## config.mk

```make
export PLATFORM = sky130hd
export DESIGN_NAME = mem_port_arbiter
export DESIGN_NICKNAME = d
export VERILOG_FILES = /design/src/rtl/mem_port_arbiter_pkg.sv /design/src/rtl/mem_port_arbiter.sv
export SDC_FILE = /design/constraint.sdc
export NUM_CORES = 1
export LEC_CHECK = 0
export ABC_AREA = 1
export CAP_MARGIN = 30
export CORE_ASPECT_RATIO = 2
export CORE_MARGIN = 2
export CORE_UTILIZATION = 45
export DETAILED_ROUTE_END_ITERATION = 8
export PLACE_DENSITY = 0.84
export SETUP_SLACK_MARGIN = 0.4
export SLEW_MARGIN = 10
export SYNTH_ARGS = -nofsm -noshare
export SYNTH_HDL_FRONTEND = slang
export SYNTH_SLANG_ARGS = --single-unit
```

## constraint.sdc

```tcl
create_clock -name clk -period 3.1 [get_ports clk]
set_input_delay 0.31 -clock clk [delete_from_list [all_inputs] [get_ports clk]]
set_output_delay 0.31 -clock clk [all_outputs]
set_load 0.01 [all_outputs]
```

## src/rtl/mem_port_arbiter_pkg.sv

```systemverilog
// Shared word types plus the state and port-select enums used by the memory port arbiter.
package Types;
    typedef logic [31:0] addr_t;
    typedef logic [31:0] op_t;
endpackage

package MemArbType;
    typedef enum logic {ARB_IDLE, ARB_READ} arb_state_t;
    typedef enum logic {SEL_FETCH, SEL_DATA} port_sel_t;
    localparam int unsigned MEM_LAT_MAX = 4;
endpackage

```

## src/rtl/mem_port_arbiter.sv

```systemverilog
// Shares one memory port between fetch (F) and load/store (D): data priority with a
// starvation bound for fetch, one access at a time, misaligned data accesses rejected.
module mem_port_arbiter
    import MemArbType::*;
#(
    parameter int unsigned ADDR_W     = $bits(Types::addr_t),
    parameter int unsigned DATA_W     = $bits(Types::op_t),
    parameter int unsigned MEM_LAT    = 1,
    parameter int unsigned STARVE_MAX = 4
) (
    input  logic              clk,
    input  logic              rst,
    input  logic              f_req,
    input  logic [ADDR_W-1:0] f_addr,
    output logic              f_gnt,
    output logic              f_rvalid,
    output logic [DATA_W-1:0] f_rdata,
    input  logic              d_req,
    input  logic              d_we,
    input  logic [ADDR_W-1:0] d_addr,
    input  logic [DATA_W-1:0] d_wdata,
    output logic              d_gnt,
    output logic              d_rvalid,
    output logic [DATA_W-1:0] d_rdata,
    output logic              d_err,
    output logic [ADDR_W-1:0] mem_addr,
    output logic              mem_we,
    output logic [DATA_W-1:0] mem_wdata,
    input  logic [DATA_W-1:0] mem_rdata,
    output logic              busy
);

    localparam int unsigned LAT_W      = $clog2(MEM_LAT_MAX);
    localparam logic [3:0]  STREAK_MAX = 4'(STARVE_MAX);

    arb_state_t        state;
    port_sel_t         rd_sel;
    logic [ADDR_W-1:0] rd_addr;
    logic [LAT_W-1:0]  lat_cnt;
    logic [3:0]        streak;

    logic      d_win;
    logic      f_win;
    logic      misaligned;
    logic      rd_start;
    logic      capture;
    port_sel_t new_sel;
    port_sel_t cap_sel;

    always_comb begin
        d_win      = 1'b0;
        f_win      = 1'b0;
        misaligned = (d_addr[1:0] != 2'b00);
        busy       = (state == ARB_READ);
        if (state == ARB_IDLE) begin
            d_win = d_req && (!f_req || (streak < STREAK_MAX));
            f_win = f_req && !d_win;
        end
        d_gnt     = d_win && !misaligned;
        d_err     = d_win && misaligned;
        f_gnt     = f_win;
        mem_we    = d_gnt && d_we;
        mem_wdata = mem_we ? d_wdata : '0;
        if (busy)
            mem_addr = rd_addr;
        else if (d_gnt)
            mem_addr = d_addr;
        else if (f_gnt)
            mem_addr = f_addr;
        else
            mem_addr = '0;
        rd_start = f_gnt || (d_gnt && !d_we);
        new_sel  = f_gnt ? SEL_FETCH : SEL_DATA;
        // With MEM_LAT == 1 the read data is taken on the grant edge and ARB_READ is never entered.
        capture  = (busy && (lat_cnt == LAT_W'(1))) ||
                   (!busy && rd_start && (MEM_LAT == 1));
        cap_sel  = busy ? rd_sel : new_sel;
    end

    always_ff @(posedge clk) begin
        if (rst) begin
            state    <= ARB_IDLE;
            rd_sel   <= SEL_FETCH;
            rd_addr  <= '0;
            lat_cnt  <= '0;
            streak   <= '0;
            f_rvalid <= 1'b0;
            d_rvalid <= 1'b0;
            f_rdata  <= '0;
            d_rdata  <= '0;
        end else begin
            f_rvalid <= 1'b0;
            d_rvalid <= 1'b0;
            if (capture) begin
                if (cap_sel == SEL_FETCH) begin
                    f_rdata  <= mem_rdata;
                    f_rvalid <= 1'b1;
                end else begin
                    d_rdata  <= mem_rdata;
                    d_rvalid <= 1'b1;
                end
            end

            if (!f_req || f_gnt)
                streak <= '0;
            else if (d_gnt && (streak < STREAK_MAX))
                streak <= streak + 4'd1;

            case (state)
                ARB_IDLE: begin
                    if (rd_start) begin
                        rd_addr <= mem_addr;
                        rd_sel  <= new_sel;
                        lat_cnt <= LAT_W'(MEM_LAT - 1);
                        if (MEM_LAT > 1)
                            state <= ARB_READ;
                    end
                end
                ARB_READ: begin
                    lat_cnt <= lat_cnt - LAT_W'(1);
                    if (lat_cnt == LAT_W'(1))
                        state <= ARB_IDLE;
                end
                default: state <= ARB_IDLE;
            endcase
        end
    end

endmodule

```

==> flow_summary.toml, run 1 <==
[outcome]
outcome = "finished clean"

[die]
start_util_pct = 46.1
die_area_sq_um = 13500
row_count = 57
io_pins = 268
die_w_um = 83.1
die_h_um = 162
core_sq_um = 12200

[place]
numPortBuffers = 267
dp_slack_ps = 339
gp_congestion = 0.816
hpwl_um = 13000

[pwr]
p_per_area_nw_per_um2 = 402
vdd.ir_drop.worst_mv = 0.284
leakage_nw = 4.80

[timing]
timing.fmax_mhz = 374
min_period_ps = 2670
finalSetupTns_ps = 0
slew_violations = 0
holdWs_ps = 465
finalClockSkew_ps = 9.59
setup_slack_ps = 426
rsz0062_at_grt = "true"
finalHoldViolCount = 0
worst_slew_pin_slew_ps = 660
worst_slew_margin_rel_pct = 56.0
min_period_over_period_pct = 86.3
finalSetupViolations = 0

[clock_tree]
htreeDepth = 3
cts.clk_slew.worst_paths_ps = 80
clk_latency_ps = 350
cts_hold_buf = 0
numCtsBuffers = 9
cts_tree = "yes"
clk_path_buf_depth = 2
cts.sinks = 106
cts_root_buf = "clkbuf_16"

[finish]
final_core_util_pct = 71.8
area_growth_syn_to_layout_pct = 55.7
num-fill-cells = 983
diodes = 0
final_nets = 1285
drive_gt1_share_pct = 5.11

[logic_synthesis]
synth-seq-cells = 106
yosysTopAreaCellShare_pct = 37.7
ys_types = 24
yosys_warnings = 0
ys_top_cells_by_area = "dfxtp_1 38%, nand2_1 17%, inv_1 13%"
synth_top_area_cell = "dfxtp_1"
postSynthCellCount = 914
netlist_area_sq_um = 5630
synth-seq-area-share_pct = 37.7
synth_nets = 1049
synth.avg_cell_area_sq_um = 6.16

[global_routing]
globalRouteTotalUtil_pct = 25.8
grt_pass1_vias = 5824
grt_pass1_wl_um = 28200
grt-ovfl-total = 0
grt_max_degree = 62
antenna_found_initial = 0

[min_path]
hp-start = "streak[0]$_SDFFE_PP0P_"
min_to = "streak[0]$_SDFFE_PP0P_"
min_path_type = "reg2reg"
hold_path_depth = 1

[drt]
drcViolationCount = 0
routed_via_density = 4.74
wl_per_cell_um = 13.7
drtIter0Drc = 273
wirelength_um = 17800
num_vias = 6167
drtPass1Iterations = 4
antenna_left = 0

[critical_path]
r2r-start = "streak[3]$_SDFFE_PP0P_"
arrival_ps = 2360
cp_max_fo = 16
reg2reg_to = "d_rdata[10]$_SDFFE_PP0P_"
r2r_cells = 9
crit_path_end_kind = "output pin"
path_class = "reg2out"
worstSetupStartpointType = "flip-flop"
cp.required_ps = 2790
reg2reg_slack_ps = 950

[run]
max_cap_violations = 0
## where the power goes
part	internal, mW	switching, mW	total (mW)
Combinational	0.418	0.379	0.797
Clock	0.709	0.523	1.23
Sequential	1.45	0.0433	1.49
## cell usage after synthesis
master / number
a21oi_1: 7
buf_4: 9
nand3_4: 3
ha_1: 2
nand2_1: 257
clkbuf_1: 15
nand3_1: 3
o21ai_2: 1
nand4_1: 65
nor2_2: 2
nor3_1: 2
inv_1: 193
nand4_2: 1
dfxtp_1: 106
nand2_4: 1
inv_2: 13
o21ai_0: 4
a22oi_1: 30
buf_1: 5
or2_4: 1
nor2_1: 166
o21ai_4: 1
buf_6: 1
buf_2: 26
## cells in the final DEF, fill, tap and decap left out, types with 2 or more instances in the layout
master / synthesis / final
nor2_2: 2 / 3
nand3_4: 3 / 3
clkinv_2: 0 / 3
nand2_1: 257 / 256
a22oi_1: 30 / 30
dlymetal6s2s_1: 0 / 32
o21ai_0: 4 / 4
nand4_1: 65 / 65
ha_1: 2 / 2
clkbuf_16: 0 / 9
nor3_1: 2 / 2
nor2_1: 166 / 164
bufinv_16: 0 / 2
a21oi_1: 7 / 7
clkdlybuf4s50_1: 0 / 235
nand3_1: 3 / 2
dfxtp_1: 106 / 106
clkinvlp_4: 0 / 2
buf_4: 9 / 10
buf_12: 0 / 3
inv_2: 13 / 14
inv_1: 193 / 191
## cells by family after synthesis
kind of cell | Yosys count | share of synthesized area (%)
buffers and inverters | 262 | 18.8
DFF | 106 | 37.7
and+or+nand+nor | 501 | 37.6
AOI/OAI and AO/OA | 43 | 5.43
adders and majority gates | 2 | 0.445
## routing by layer
layer | wire length, um | up-vias | GRT usage [%]
li1 | - | 3183 | -
met1 | 6810 | 2737 | 29.4
met2 | 9310 | 219 | 46.3
met3 | 1250 | 28 | 6.30
met4 | 459 | 0 | 9.39
met5 | 0 | - | 0
## critical path, cell delays in order, from the launching register on
cell and delay, ps:
dfxtp_1 340, nor2_2 160, nor2_1 70, nor2_2 140, nand3_2 130, nor2_4 220, clkinvlp_4 110, buf_4 200
nor2_1 110, clkdlybuf4s50_1 540
## how the worst max path moves through the flow
stage | cells past startpoint | from | end
3_3_place_gp | 9 | f_req | mem_wdata[23]
5_1_grt | 9 | streak[3]$_SDFFE_PP0P_ | mem_wdata[3]
6_report | 9 | streak[3]$_SDFFE_PP0P_ | mem_wdata[3]
2_1_floorplan | 7 | busy$_SDFF_PP0_ | mem_wdata[10]
3_5_place_dp | 9 | f_req | mem_wdata[16]
4_1_cts | 10 | f_req | mem_addr[2]
## stage by stage
step	power, mW	cells	instance area, sq um
after floorplan	1.90	914	5630
after global placement	2.30	1282	8300
after detailed placement	2.31	1282	8300
after CTS	3.54	1302	8660
after global routing	3.69	1302	8760
final	3.52	1302	8760
## what timing repair did
action                                  4_1_cts  5_1_grt
cloned                                        1        0
pin swaps                                     0        2
setup buffers                                 3        0
gates resized for setup                       4       38
endpoints found under the setup margin       32       62
## cell type report
cell class	count	area (sq um)	share of cell area [%]
Clock buffer	9	225	2.57
Multi-Input combinational cell	546	2460	28.1
Sequential cell	106	2120	24.2
Timing Repair Buffer	280	2890	33.0
Timing Repair inverter	1	7.51	0.0857
Inverter	206	777	8.87
Clock inverter	7	92.6	1.06
Tap cell	147	184	2.10
## sequential cells by signal, summed over array words and instances, names as in the netlist
signal    count
d_rdata      32
f_rdata      32
rd_addr      32
streak        4
lat_cnt       2
busy          1
d_rvalid      1
f_rvalid      1
rd_sel        1
(Power assumes the default switching activity.)
==> inputs of run 2 (changes only) <==
CORE_UTILIZATION = 46   (was 45)
CTS_BUF_LIST = sky130_fd_sc_hd__clkbuf_4   (was default)
MAX_ROUTING_LAYER = met4   (was default)
PLACE_DENSITY = 0.86   (was 0.84)
==> run 2 against run 1 <==
Combinational power fell by 2%. First-iteration DRC count increased by 7.7%. Fmax is 2.4% higher. Global-route usage rose by 0.92 points. Register-to-register slack got worse by 280 ps. Worst setup slack gained 62 ps. Critical path depth unchanged. Via count is 0.19% higher. Wire length shrank 2.7%. Clock power decreased by 34%. Hold slack worse by 40 ps. Highest routed layer unchanged. Core utilization is 0.49 points lower.
==> flow_summary.toml, run 2 (synthesis gave the netlist of run 1 again) <==
[drt]
antenna_left = 0
wirelength_um = 17400
drtIter0Drc = 294
wl_per_cell_um = 13.3
num_vias = 6179
drcViolationCount = 0
drtPass1Iterations = 5
routed_via_density = 4.74

[pwr]
power.total_mw = 3.09
p_int_mw = 2.19
p_sw_mw = 0.898
sequentialPowerShare_pct = 48.3
vdd.ir_drop.worst_mv = 0.240
clockPowerShare_pct = 26.3
p_per_area_nw_per_um2 = 360
swShare_pct = 29.0
p_comb_share_pct = 25.4
leakage_nw = 4.78

[clock_tree]
cts_tree = "yes"
cts.sinks = 106
cts_hold_buf = 0
clk_latency_ps = 460
cts.clk_slew.worst_paths_ps = 170
clk_path_buf_depth = 2
htreeDepth = 3
numCtsBuffers = 9
cts_root_buf = "clkbuf_4"

[critical_path]
cp_max_fo = 16
arrival_ps = 2300
cp.required_ps = 2790
worstSetupStartpointType = "flip-flop"
crit_path_end_kind = "output pin"
path_class = "reg2out"

[place]
dp_cells = 1279
gp_congestion = 0.817
post_dp_cell_area_sq_um = 8280
numPortBuffers = 267
hpwl_um = 12700

[timing]
rsz0062_at_grt = "false"
timing.fmax_mhz = 383
finalSetupViolations = 0
min_period_ps = 2610
finalSetupTns_ps = 0
worst_slew_margin_rel_pct = 51.6
finalClockSkew_ps = 24.5
finalHoldViolCount = 0
worst_slew_pin_slew_ps = 726
min_period_over_period_pct = 84.3
slew_violations = 0

[outcome]
outcome = "finished clean"

[global_routing]
grt-ovfl-total = 0
grt_max_degree = 68
globalRouteTotalUtil_pct = 26.7
antenna_found_initial = 1
grt_pass1_wl_um = 27100
grt_pass1_vias = 5831

[min_path]
min_path_type = "in2reg"

[run]
max_cap_violations = 0

[die]
core_sq_um = 12100
die_area_sq_um = 13200
row_count = 57
io_pins = 268
die_w_um = 82.2
start_util_pct = 46.7
die_h_um = 160

[finish]
layout.cells.non_filler = 1303
top_regs = "d_rdata (32), f_rdata (32), rd_addr (32)"
drive_gt1_share_pct = 5.11
final_nets = 1285
area_growth_syn_to_layout_pct = 52.8
final_common_cell = "nand2_1"
final_area_sq_um = 8600
final_cell_mix = "256 x nand2_1, 205 x clkdlybuf4s50_1, 191 x inv_1"
num-fill-cells = 1030
==> run 2: worst paths after layout <==
check	depth (start not counted)	to	slack (ps)	startpoint
hold reg to reg	1	streak[0]$_SDFFE_PP0P_	480	streak[0]$_SDFFE_PP0P_
setup reg to reg	10	d_rdata[21]$_SDFFE_PP0P_	670	streak[3]$_SDFFE_PP0P_
hold / removal	3	rd_addr[0]$_SDFFE_PP0P_	420	f_addr[0]
setup / recovery	9	mem_wdata[4]	490	streak[3]$_SDFFE_PP0P_
==> run 2: timing repair <==
item,CTS,global route
pin swaps,1,2
endpoints found under the setup margin,62,34
setup buffers,3,2
cloned,1,1
gates resized for setup,40,35
==> run 2: cell type report <==
cell class | count | area [sq um] | share of cell area (%)
Tap cell | 147 | 184 | 2.14
Antenna cell | 1 | 2.50 | 0.0291
Multi-Input combinational cell | 546 | 2470 | 28.7
Sequential cell | 106 | 2120 | 24.7
Inverter | 206 | 779 | 9.06
Clock buffer | 9 | 67.6 | 0.786
Timing Repair inverter | 1 | 7.51 | 0.0873
Clock inverter | 7 | 104 | 1.21
Timing Repair Buffer | 280 | 2860 | 33.3
==> run 2: metal layers <==
metal	vias to the layer above	part of all wire (%)	GRT usage [%]	wire, um
met5	-	0	-	0
met4	0	2.6	8.94	459
li1	3192	-	-	-
met1	2755	38	29.4	6530
met3	27	6.1	6.07	1060
met2	205	54	46.1	9320
==> run 2: power groups by stage <==
stage	sequential [mW]	combinational [mW]	clock, mW
detailed placement	1.52	0.784	0
finish	1.49	0.785	0.814
CTS	1.49	0.789	0.829
floorplan	1.54	0.359	0
global route	1.50	0.871	0.890
global placement	1.52	0.772	0
==> run 2: worst max-delay path, stage by stage, from the launching register on <==
cell and delay, ps:
dfxtp_2 380, nor2_2 150, nor2_1 70, nor2_2 220
nand3_4 140, nor2_4 190, clkinvlp_4 110, buf_4 200
nor2_1 110, dlygate4sd2_1 280
==> run 2: stage by stage <==
| step | utilization (%) | hold WS (ps) | worst slack, ps |
|---|---|---|---|
| 2_1_floorplan | - | 428 | 1330 |
| 3_3_place_gp | 68.7 | 439 | 396 |
| 3_5_place_dp | 68.7 | 447 | 275 |
| 4_1_cts | 70.3 | 391 | 392 |
| 5_1_grt | 71.3 | 404 | 343 |
| 6_report | 71.3 | 425 | 488 |
==> inputs of run 3 (changes only) <==
CORE_UTILIZATION = 43   (was 46)
PLACE_DENSITY = 0.81   (was 0.86)
clock period = 2.45 ns   (was 3.1 ns; I/O delays follow)
==> run 3 against run 2 <==
Hold slack got worse by 57 ps. Non-clock buffer count up 34. Sequential share of layout area fell by 1.4 points. Critical path depth grew 1. Core utilization is 0.83 points lower. Sequential power rose by 27%. Clock-buffer cell count up 1. Final area is 5.9% higher.
==> flow_summary.toml, run 3 (synthesis gave the netlist of run 1 again) <==
[outcome]
outcome = "finished clean"

[critical_path]
crit_slowest_cell = "dfxtp_2"
crit_family = "simple AND/OR/NAND/NOR gates"
reg2reg_to = "d_rdata[28]$_SDFFE_PP0P_"
crit_chain = "nor2_4 -> nor2_2 -> nor2_2 -> nand3_4 -> nor2_4 -> inv_4 -> buf_6 -> buf_6 -> nor2_1 -> buf_2"
r2r-start = "busy$_SDFF_PP0_"
reg2reg_slack_ps = 380
max_stage_delay_ps = 370
critical_path_buf_inv_count = 4
path_class = "reg2out"
cp_max_fo = 8
crit_path_end_kind = "output pin"
r2r_cells = 6
cp.required_ps = 2200
arrival_ps = 2020
worstSetupStartpointType = "flip-flop"

[drt]
drtPass1Iterations = 5
wirelength_um = 18700
wl_per_cell_um = 14.0
drtIter0Drc = 283
drcViolationCount = 0
num_vias = 6344
antenna_left = 0
routed_via_density = 4.73

[run]
max_cap_violations = 0

[global_routing]
globalRouteTotalUtil_pct = 25.0
grt_pass1_wl_um = 28100
grt-ovfl-total = 0
antenna_found_initial = 1
grt_max_degree = 96
grt_pass1_vias = 5872

[clock_tree]
numCtsBuffers = 9
clk_path_buf_depth = 2
clk_latency_ps = 480
cts_tree = "yes"
cts.clk_slew.worst_paths_ps = 160
cts_root_buf = "clkbuf_4"
cts.sinks = 106
htreeDepth = 3
cts_hold_buf = 0

[pwr]
vdd.ir_drop.worst_mv = 0.301
leakage_nw = 4.56
p_per_area_nw_per_um2 = 415
power.total_mw = 3.78

[die]
row_count = 59
die_w_um = 84.9
io_pins = 268
core_sq_um = 12900
die_area_sq_um = 14100
die_h_um = 166
start_util_pct = 43.6

[timing]
holdWs_ps = 367
min_period_ps = 2260
finalSetupViolations = 0
worst_slew_margin_rel_pct = 52.1
min_period_over_period_pct = 92.3
worst_slew_pin_slew_ps = 718
slew_violations = 0
finalClockSkew_ps = 24.0
finalHoldViolCount = 0
rsz0062_at_grt = "true"
timing.fmax_mhz = 442

[finish]
drive_gt1_share_pct = 17.6
layout.cells.non_filler = 1340
top_regs = "d_rdata (32), f_rdata (32), rd_addr (32)"
final_nets = 1318
final_cell_mix = "256 x nand2_1, 200 x clkdlybuf4s50_1, 191 x inv_1"
final_common_cell = "nand2_1"
area_growth_syn_to_layout_pct = 61.9

[min_path]
hold_path_depth = 3
hp-start = "f_addr[0]"
min_to = "rd_addr[0]$_SDFFE_PP0P_"
min_path_type = "in2reg"

[place]
gp_congestion = 0.824
dp_cells = 1298
numPortBuffers = 267
hpwl_um = 12600
## run 3: per-stage QoR
step	cell area [sq um]	setup slack [ps]	util [%]	TNS (ps)
floorplan	5630	748	-	0
global placement	8440	39.4	65.3	0
detailed placement	8440	-2.10	65.3	-2.10
CTS	8550	152	66.2	0
global route	9110	81.1	70.5	0
finish	9110	188	70.5	0
## run 3: cell type report
type | count | area (sq um)
Clock inverter | 5 | 32.5
Timing Repair Buffer | 314 | 3120
Clock buffer | 10 | 75.1
Fill cell | 1100 | 3810
Multi-Input combinational cell | 546 | 2790
Inverter | 206 | 781
Antenna cell | 1 | 2.50
Sequential cell | 106 | 2130
Tap cell | 152 | 190
## run 3: worst min-delay path, cell delays in order
cell	delay (ps)
clkdlybuf4s50_1	390
nand2_1	90
a21oi_1	60
## run 3: worst max-delay path by stage
stage                                 from  cells after the start  slack [ps]       endpoint
floorplan                  busy$_SDFF_PP0_                      7         750  mem_wdata[10]
global placement                     f_req                     10          40   mem_addr[13]
detailed placement                   f_req                     10          -2   mem_wdata[3]
CTS                 streak[3]$_SDFFE_PP0P_                     10         150    mem_addr[4]
global route        streak[3]$_SDFFE_PP0P_                     10          80  mem_wdata[17]
finish              streak[3]$_SDFFE_PP0P_                     10         190  mem_wdata[17]
## run 3: routing by layer
metal | global-route usage, % | wire [um] | up-vias | share of wire [%]
met2 | 44.2 | 10200 | 211 | 55
li1 | - | - | 3264 | -
met4 | 8.42 | 529 | 0 | 2.8
met3 | 4.17 | 947 | 35 | 5.1
met5 | - | 0 | - | 0
met1 | 28.2 | 7040 | 2834 | 38
## run 3: power breakdown
| part | leakage (nW) | total [mW] | internal [mW] | switching (mW) |
|---|---|---|---|---|
| Clock | 0.0543 | 0.799 | 0.211 | 0.587 |
| Combinational | 3.64 | 1.10 | 0.570 | 0.525 |
| Sequential | 0.870 | 1.89 | 1.83 | 0.0571 |
## run 3: timing repair
action	CTS	global route
hold endpoints to repair	0	0
cloned	1	6
pin swaps	1	8
endpoints found under the setup margin	79	135
gates resized for setup	227	145
setup buffers	4	15
